## config.mk

```make
export PLATFORM = sky130hd
export DESIGN_NAME = uart_rx_oversampled
export DESIGN_NICKNAME = d
export VERILOG_FILES = /design/src/rtl/uart_pkg.sv /design/src/rtl/uart_bit_sampler.sv /design/src/rtl/uart_rx_oversampled.sv
export SDC_FILE = /design/constraint.sdc
export NUM_CORES = 1
export LEC_CHECK = 0
export CAP_MARGIN = 30
export CORE_UTILIZATION = 48
export DETAILED_ROUTE_END_ITERATION = 12
export GPL_TIMING_DRIVEN = 0
export PLACE_DENSITY = 0.68
export SYNTH_ARGS = -nofsm -noshare
export SYNTH_HDL_FRONTEND = slang
export SYNTH_SLANG_ARGS = --single-unit
export TNS_END_PERCENT = 1
```

## constraint.sdc

```tcl
create_clock -name clk -period 2.25 [get_ports clk]
set_input_delay 0.225 -clock clk [delete_from_list [all_inputs] [get_ports clk]]
set_output_delay 0.225 -clock clk [all_outputs]
set_load 0.005 [all_outputs]
```

## src/rtl/uart_pkg.sv

```systemverilog
// rtl/uart_pkg.sv - shared UART parity/state types and frame-length helper
// Contents:
//   parity_t     parity mode, shared by receiver and transmitter
//   rx_state_t   receiver FSM states
//   frame_bits   total bits on the line per frame (start + data + parity + stop)
package uart_pkg;

   typedef enum logic [1:0] {
      PARITY_NONE = 2'd0,
      PARITY_EVEN = 2'd1,
      PARITY_ODD  = 2'd2
   } parity_t;

   typedef enum logic [2:0] {
      ST_IDLE,
      ST_START,
      ST_DATA,
      ST_PARITY,
      ST_STOP,
      ST_BREAK_WAIT
   } rx_state_t;

   function automatic int frame_bits(input int data_bits, input int stop_bits, input parity_t parity);
      return 1 + data_bits + ((parity == PARITY_NONE) ? 0 : 1) + stop_bits;
   endfunction

endpackage

```

## src/rtl/uart_bit_sampler.sv

```systemverilog
// rtl/uart_bit_sampler.sv - line synchroniser, bit-period counter and 3-sample majority vote
// Ports:
//   clk, reset   system clock, synchronous active-high reset
//   data_in      asynchronous serial line (idle high)
//   restart      forces the bit counter to 0 on the next clock
//   rx_s         synchronised line, two clocks behind data_in
//   bit_strobe   high for one clock at the decision point (cnt == MID+1)
//   bit_value    majority of the samples at MID-1, MID and MID+1
//   cnt_wrap     high on the last count of a bit period
module uart_bit_sampler #(
   parameter int CLKS_PER_BIT = 1250
) (
   input  logic clk,
   input  logic reset,
   input  logic data_in,
   input  logic restart,
   output logic rx_s,
   output logic bit_strobe,
   output logic bit_value,
   output logic cnt_wrap
);
   localparam int CNT_W = $clog2(CLKS_PER_BIT);
   localparam int MID   = CLKS_PER_BIT / 2;

   logic             sync1;
   logic [CNT_W-1:0] cnt;
   logic             samp_a;
   logic             samp_b;

   // Sync flops reset to 1 so an idle line never looks like a start bit.
   always_ff @(posedge clk) begin
      if (reset) begin
         sync1  <= 1'b1;
         rx_s   <= 1'b1;
         cnt    <= '0;
         samp_a <= 1'b1;
         samp_b <= 1'b1;
      end else begin
         sync1 <= data_in;
         rx_s  <= sync1;
         if (restart || cnt_wrap)
            cnt <= '0;
         else
            cnt <= cnt + 1'b1;
         if (cnt == CNT_W'(MID - 1))
            samp_a <= rx_s;
         if (cnt == CNT_W'(MID))
            samp_b <= rx_s;
      end
   end

   assign cnt_wrap   = (cnt == CNT_W'(CLKS_PER_BIT - 1));
   assign bit_strobe = (cnt == CNT_W'(MID + 1));
   // Third sample is the live rx_s at the decision clock.
   assign bit_value  = (samp_a & samp_b) | (samp_a & rx_s) | (samp_b & rx_s);

endmodule

```

## src/rtl/uart_rx_oversampled.sv

```systemverilog
// rtl/uart_rx_oversampled.sv - oversampled UART receiver with error flags and valid/ready output
// Ports:
//   clk, reset      system clock, synchronous active-high reset
//   data_in         asynchronous serial line, idle high, LSB first
//   data_out        received word, held while valid && !ready
//   valid / ready   output handshake; word accepted on valid && ready
//   parity_error    parity mismatch of presented word (qualified by valid)
//   framing_error   a stop bit sampled 0 (qualified by valid)
//   overrun         frames dropped while this word stalled (qualified by valid)
//   busy            receiver is inside a frame or waiting out a break
module uart_rx_oversampled
   import uart_pkg::*;
#(
   parameter int      DATA_BITS    = 8,
   parameter int      STOP_BITS    = 1,
   parameter parity_t PARITY       = PARITY_NONE,
   parameter int      CLKS_PER_BIT = 1250
) (
   input  logic                 clk,
   input  logic                 reset,
   input  logic                 data_in,
   output logic [DATA_BITS-1:0] data_out,
   output logic                 valid,
   input  logic                 ready,
   output logic                 parity_error,
   output logic                 framing_error,
   output logic                 overrun,
   output logic                 busy
);
   localparam int IDX_W = $clog2(frame_bits(DATA_BITS, STOP_BITS, PARITY));

   rx_state_t            state;
   rx_state_t            state_next;
   logic                 rx_s;
   logic                 bit_strobe;
   logic                 bit_value;
   logic                 cnt_wrap;
   logic                 restart;
   logic                 complete;
   logic [IDX_W-1:0]     bit_idx;
   logic [DATA_BITS-1:0] shreg;
   logic                 par_err;
   logic                 frm_acc;
   logic                 par_now;
   logic                 frm_now;

   uart_bit_sampler #(
      .CLKS_PER_BIT (CLKS_PER_BIT)
   ) u_sampler (
      .clk        (clk),
      .reset      (reset),
      .data_in    (data_in),
      .restart    (restart),
      .rx_s       (rx_s),
      .bit_strobe (bit_strobe),
      .bit_value  (bit_value),
      .cnt_wrap   (cnt_wrap)
   );

   // Parity error when the XOR of data and parity bit disagrees with the mode.
   assign par_now = (PARITY == PARITY_ODD) ? ~((^shreg) ^ bit_value) : ((^shreg) ^ bit_value);
   assign frm_now = frm_acc | ~bit_value;

   always_ff @(posedge clk) begin
      if (reset)
         state <= ST_IDLE;
      else
         state <= state_next;
   end

   always_comb begin
      state_next = state;
      restart    = 1'b0;
      complete   = 1'b0;
      case (state)
         ST_IDLE: begin
            if (!rx_s) begin
               state_next = ST_START;
               restart    = 1'b1;
            end
         end
         ST_START: begin
            // The decision precedes the wrap, so reaching the wrap means a real start bit.
            if (bit_strobe && bit_value)
               state_next = ST_IDLE;
            else if (cnt_wrap)
               state_next = ST_DATA;
         end
         ST_DATA: begin
            if (bit_strobe && bit_idx == IDX_W'(DATA_BITS - 1))
               state_next = (PARITY == PARITY_NONE) ? ST_STOP : ST_PARITY;
         end
         ST_PARITY: begin
            if (bit_strobe)
               state_next = ST_STOP;
         end
         ST_STOP: begin
            // Leave mid-bit so the next start edge is caught early.
            if (bit_strobe && bit_idx == IDX_W'(STOP_BITS - 1)) begin
               complete   = 1'b1;
               state_next = bit_value ? ST_IDLE : ST_BREAK_WAIT;
            end
         end
         ST_BREAK_WAIT: begin
            if (rx_s)
               state_next = ST_IDLE;
         end
         default: state_next = ST_IDLE;
      endcase
   end

   always_ff @(posedge clk) begin
      if (reset) begin
         bit_idx       <= '0;
         shreg         <= '0;
         par_err       <= 1'b0;
         frm_acc       <= 1'b0;
         data_out      <= '0;
         valid         <= 1'b0;
         parity_error  <= 1'b0;
         framing_error <= 1'b0;
         overrun       <= 1'b0;
      end else begin
         if (state_next != state)
            bit_idx <= '0;
         else if (bit_strobe)
            bit_idx <= bit_idx + 1'b1;

         if (restart) begin
            par_err <= 1'b0;
            frm_acc <= 1'b0;
         end

         if (bit_strobe) begin
            case (state)
               ST_DATA:   shreg   <= {bit_value, shreg[DATA_BITS-1:1]};
               ST_PARITY: par_err <= par_now;
               ST_STOP:   frm_acc <= frm_now;
               default:   ;
            endcase
         end

         if (complete) begin
            if (!valid || ready) begin
               data_out      <= shreg;
               parity_error  <= par_err;
               framing_error <= frm_now;
               overrun       <= 1'b0;
               valid         <= 1'b1;
            end else begin
               overrun <= 1'b1;
            end
         end else if (valid && ready) begin
            valid         <= 1'b0;
            parity_error  <= 1'b0;
            framing_error <= 1'b0;
            overrun       <= 1'b0;
         end
      end
   end

   assign busy = (state != ST_IDLE);

endmodule

```

# Yosys cells after proc, flatten, opt, wreduce, memory -nomap -nowiden
# Index checks and enable logic that the tools add are counted.
[totals] regBits=44 inputBits=4 elab_cells=82
[classes] add_sub_neg=2 n_eq_ne=12 muxes=28 n_bitwise=8 reduce_logical=17
[ops] op="== test 11 x 10 -> 1 bit, second input constant" count=3
[ops] op="two-way mux 3 bit" count=8
[ops] op="two-way mux 1 bit" count=19
[ops] op="one-hot mux 3 bit (6 select lines)" count=1
[ops] op="adder 11 x 1 -> 11 bit, second input constant" count=1
[ops] op="== test 11 bit, second input constant" count=1
[ops] op="XOR reduction 8 bit" count=1
[ops] op="== test 3 x 2 -> 1 bit, second input constant" count=2
[ops] op="== test 3 bit, second input constant" count=2
[ops] op="AND reduction 2 bit" count=3
[ops] op="adder 4 x 1 -> 4 bit, second input constant" count=1
[ops] op="== test 4 x 3 -> 1 bit, second input constant" count=1
[ops] op="logical AND 1 bit" count=4
[ops] op="zero test 4 bit" count=1
[ops] op="OR reduction 2 bit" count=2
[ops] op="AND 1 bit" count=3
[ops] op="== test 3 x 1 -> 1 bit, second input constant" count=1
[ops] op="zero test 3 bit" count=1
[ops] op="inequality test 3 bit" count=1
[ops] op="bitwise OR 1 bit" count=3
[ops] op="nonzero test 3 bit" count=1
[ops] op="logical OR 1 bit" count=2
[ops] op="inequality test 2 x 1 -> 1 bit, second input constant" count=1
[ops] op="nonzero test 2 bit" count=1
[ops] op="other kinds (3)" count=3

# Longest topological paths before layout
[logic_depth] ltp_word=8 ltp_mapped=8 mapped_depth_nobuf=7

# Modules after synthesis
# From an unflattened synthesis, not the netlist that was laid out.
[hier_totals] cells_unflattened=241 hier_area_um2=2223.4
[modules_own_cells] mod="uart_rx_oversampled" instances=1 cells_each=162 area_per_inst_um2=1490.2
[modules_own_cells] mod="uart_bit_sampler" instances=1 cells_each=79 area_per_inst_um2=733.2

# Worst setup path before layout
# OpenSTA, ideal clock, no wires.
[synth_timing] path_type="register to register" from="register u_sampler.cnt[0]" to="register shreg[0]" setup_time_ns=0.138 t_arrival_ns=1.450 required_ns=2.112 setup_slack_ns=0.663 path_stages_with_launch=9 period_less_slack_ns=1.587 cell_sequence="dfxtp_1 > inv_1 > ha_1 > and4b_1 > buf_6 > and3_1 > buf_4 > nand2_1 > a21oi_2"
[synth_between] elab_chain_len=2
[synth_rtl] element="start, declared" line="uart_bit_sampler.sv:26" source="logic [CNT_W-1:0] cnt;"
[synth_rtl] element="start signal, assigned" line="uart_bit_sampler.sv:44" source="cnt <= cnt + 1'b1;"
[synth_rtl] element="== test 11 x 10 -> 1 bit" line="uart_bit_sampler.sv:53" source="assign bit_strobe = (cnt == CNT_W'(MID + 1));"
[synth_rtl] element="AND reduction 2 bit (no source line)"
[synth_rtl] element="end signal, assigned" line="uart_rx_oversampled.sv:136" source="ST_DATA: shreg <= {bit_value, shreg[DATA_BITS-1:1]};"
[synth_rtl] element="end, declared" line="uart_rx_oversampled.sv:41" source="logic [DATA_BITS-1:0] shreg;"
# No other way between the ends.
# A chain may end at the register's enable or synchronous reset.

# Final worst setup path
[layout_timing] from="register bit_idx[0]" to="register bit_idx[0]"
[layout_between] elab_chain_len=6 elab_cells_between_ends=10 classes_between="1 x add/sub; 2 x eq/ne; 3 x mux; 4 x reduce/logical"
[layout_rtl] element="start, declared" line="uart_rx_oversampled.sv:40" source="logic [IDX_W-1:0] bit_idx;"
[layout_rtl] element="start signal, assigned" line="uart_rx_oversampled.sv:127" source="bit_idx <= bit_idx + 1'b1;"
[layout_rtl] element="== test 4 x 3 -> 1 bit / zero test 4 bit (equally long branches)" line="uart_rx_oversampled.sv:90, uart_rx_oversampled.sv:99"
[layout_rtl] element="logical AND 1 bit, on equally long branches" line="uart_rx_oversampled.sv:90, uart_rx_oversampled.sv:99"
[layout_rtl] element="two-way mux 3 bit, on equally long branches" line="uart_rx_oversampled.sv:90, uart_rx_oversampled.sv:99"
[layout_rtl] element="one-hot mux 3 bit (6 select lines)" line="uart_rx_oversampled.sv:75" source="case (state)"
[layout_rtl] element="inequality test 3 bit" line="uart_rx_oversampled.sv:124" source="if (state_next != state)"
[layout_rtl] element="OR reduction 2 bit (no source line)"
# Several ways; a longest one is shown, not always the timed one.

==> flow_metrics.env <==
export IMPL_drt_wl_total_um=3800
export IMPL_core_um2=4140
export IMPL_critical_path_arrival_ns=2.02
export IMPL_cts_reportedPaths_clkPinSlew_ns=0.08
export IMPL_die_area_um2=4730
export IMPL_postRouteAntennaNets=0
export IMPL_syn_to_final_growth_pct=14.4
export IMPL_finalCriticalPeriod_ns=1.87
export IMPL_async_flop_share_pct=0
export IMPL_reg2regPathDepth=6
export IMPL_drt_iter0_drc=84
export IMPL_setup_violations_final=0
export IMPL_min_to="u_sampler.rx_s"
export IMPL_p_leak_nw=0.881
export IMPL_clock_root_buffer="clkbuf_8"
export IMPL_fmax_mhz=536
export IMPL_worstPathRequired_ns=2.40
export IMPL_hold_start="u_sampler.sync1"
export IMPL_skew_ns=0.00782
export IMPL_grt_pass1_wl_um=6520
export IMPL_synth_edf_count=0
export IMPL_synth_top_area_share_pct=41.1
export IMPL_slew_headroom_pct=57.2
export IMPL_synth_nets=243
export IMPL_ys_flop_type="dfxtp_1"
export IMPL_grt_max_degree=14
export IMPL_die_y_um=68.8
export IMPL_final_cell_count_no_fill=307
export IMPL_hold_depth=1
export IMPL_pwr_density_cell_nw_per_um2=559
export IMPL_end_kind="flop"
export IMPL_hpwl_um=2710
export IMPL_hp_class="reg2reg"
export IMPL_synth_xor_area_share_pct=8.41
export IMPL_cts_resized=0
export IMPL_clk_latency_ns=0.29
export IMPL_slowest_delay_ns=0.60
export IMPL_synth_compound_area_share_pct=10.9
export IMPL_cts_tree="built"
export IMPL_r2r_setup_slack_ns=0.38
export IMPL_netlist_area_um2=2140
export IMPL_netlist_instances=233
export IMPL_synth_top_family_by_area="simple AND/OR/NAND/NOR gates"
export IMPL_crit_fanout=4
export IMPL_synth_warnings=0
export IMPL_ys_seq_area_share_pct=41.1
export IMPL_synthMuxAreaShare_pct=4.67
export IMPL_clockBufferDepth=2
export IMPL_postCtsSetupBuffers=0
export IMPL_drv_cap=0
export IMPL_synthSimpleGateAreaFrac_pct=27.5
export IMPL_synthTopCellsByArea="dfxtp_1, nand2_1, nor2_1"
export IMPL_ctsHoldBuffers=0
export IMPL_num_antenna_cells=0
export IMPL_chipWidth_um=68.8
export IMPL_viasPerCell=5.22
export IMPL_nNetsFinal=266
export IMPL_ys_seq_elements=44
export IMPL_place_gp_congestion=0.850
export IMPL_worst_pin_slew_ns=0.636
export IMPL_fin_crit_sh_pct=83.0
export IMPL_htree_levels=2
export IMPL_grt_pass1_vias=1449
export IMPL_grt_util_all_layers_pct=18.8
export IMPL_vias=1603
export IMPL_grt_ovfl_total=0
export IMPL_ir_worst_vdd_mv=0.401
export IMPL_drive_gt1_share_pct=11.3
export IMPL_reg2reg_from="bit_idx[0]"
export IMPL_drt_pass1_iter_count=5
export IMPL_io_pins=17
export IMPL_final_util_pct=59.1
export IMPL_portBuffers=16
export IMPL_critical_path_startpoint_type="flop"
export IMPL_path_delay_family="compound AO/OA/AOI/OAI gates"
export IMPL_dp_cells=299
export IMPL_postPlaceCellArea_um2=2360
export IMPL_initial_utilization_pct=51.7
export IMPL_numCtsBuffers=5
export IMPL_final_max_slew_viol_count=0
export IMPL_tns_ns=0
export IMPL_yosysTopAreaCell="dfxtp_1"
export IMPL_finalInstanceArea_um2=2450
export IMPL_critPathBufInv=1
export IMPL_routedWlPerCell_um=12.4
export IMPL_drcViolationCount=0
export IMPL_path_class="reg2reg"
export IMPL_synth_distinct_cells=49
export IMPL_synth_fa_ha_area_share_pct=3.50
export IMPL_antenna_found_initial=0
export IMPL_hold_violations=0
export IMPL_rows=23
export IMPL_rsz0062_at_grt="false"
export IMPL_nFillCells=391
export IMPL_syn_area_per_cell_um2=9.19
export IMPL_outcome="finished, final reports clean"
export IMPL_timing_rr_end="bit_idx[0]"
export IMPL_crit_chain="inv_1 > ha_1 > nor3b_1 > nand2_1 > o31ai_1 > nor4_1"
export IMPL_worst_path_max_delay_cell="o31ai_1"
export IMPL_clkSinkCount=44
-- layout make-up --
type | count | area [um^2] | share of cell area (%)
multi-input combinational | 174 | 1180 | 48.1
sequential | 44 | 881 | 36.0
timing repair buffer | 16 | 160 | 6.54
clock buffer | 7 | 76.3 | 3.12
buffer | 10 | 65.1 | 2.66
tap | 50 | 62.6 | 2.55
inverter | 5 | 18.8 | 0.766
clock inverter | 1 | 8.76 | 0.358
-- worst max-delay path by stage --
stage,slack (ns),end,cells after the start,from
after global routing,0.19,data_out[2],8,bit_idx[0]
after global placement,0.35,data_out[2],4,reset
after detailed placement,0.34,data_out[2],4,reset
after floorplan,0.66,shreg[0],8,u_sampler.cnt[0]
final,0.38,bit_idx[0],6,bit_idx[0]
after CTS,0.40,busy,3,state[0]
-- layout by cell type (no fill, tap or decap), types with 7 or more instances in the layout --
master,synthesis,routed
nand3_1,7,7
a21oi_2,7,7
clkbuf_1,5,7
xnor2_1,12,12
mux2i_1,10,10
nand2_1,31,31
nor2_1,28,28
clkdlybuf4s50_1,0,16
dfxtp_1,44,44
-- flip-flops by register name, summed over array words and instances, names as in the netlist --
register,count
par_err,1
valid,1
bit_idx,4
overrun,1
state,3
u_sampler.cnt,11
parity_error,1
u_sampler.samp_a,1
u_sampler.sync1,1
framing_error,1
frm_acc,1
u_sampler.samp_b,1
shreg,8
data_out,8
u_sampler.rx_s,1
-- power breakdown --
part	leakage, nW	switching [W]	internal, W
Clock	0.0424	0.000263	0.000222
Sequential	0.356	0.00000901	0.000787
Combinational	0.483	0.0000509	0.0000390
Total	0.881	0.000323	0.00105
-- synthesized netlist by cell type, types with 2 or more instances --
cell type and count:
nor2b_1 4, o21ai_1 2, and3_1 6, dfxtp_1 44, nand2_1 31, and3b_1 2
buf_6 3, and4bb_1 2, mux2i_1 10, nor2_1 28, xor2_1 6, a21oi_2 7
ha_1 6, nor3b_2 2, nor3_1 2, nor4_1 4, o31ai_1 3, and4b_1 2
o21ai_0 2, inv_1 5, or2_2 3, or3_1 2, xnor2_1 12, nand2b_1 3
a221oi_1 2, a21oi_1 6, nand3_1 7, clkbuf_1 5, a21boi_1 2
-- routing by layer --
metal | track usage, % | vias up | wire length, um
li1 | - | 848 | -
met4 | 8.67 | 0 | 79
met2 | 26.5 | 30 | 1520
met3 | 4.11 | 7 | 125
met5 | 0 | - | 0
met1 | 27.0 | 718 | 2080
-- cells by family (layout without fill, tap and decap cells) --
logic type | Yosys count | after routing
AOI/OAI and AO/OA | 31 | 31
xor gates and xnor gates | 19 | 19
adders and majority gates | 6 | 6
buffers and inverters | 15 | 39
DFF | 44 | 44
muxes | 10 | 10
and+or+nand+nor | 108 | 108
-- metrics by stage --
stage | power (W) | hold slack, ns | worst slack, ns
CTS | 0.00139 | 0.414 | 0.397
finish | 0.00137 | 0.413 | 0.384
detailed placement | 0.000904 | 0.394 | 0.340
floorplan | 0.000876 | 0.329 | 0.663
global placement | 0.000904 | 0.391 | 0.348
global route | 0.00142 | 0.450 | 0.186
Note: power is estimated with default switching activity, not from simulation.
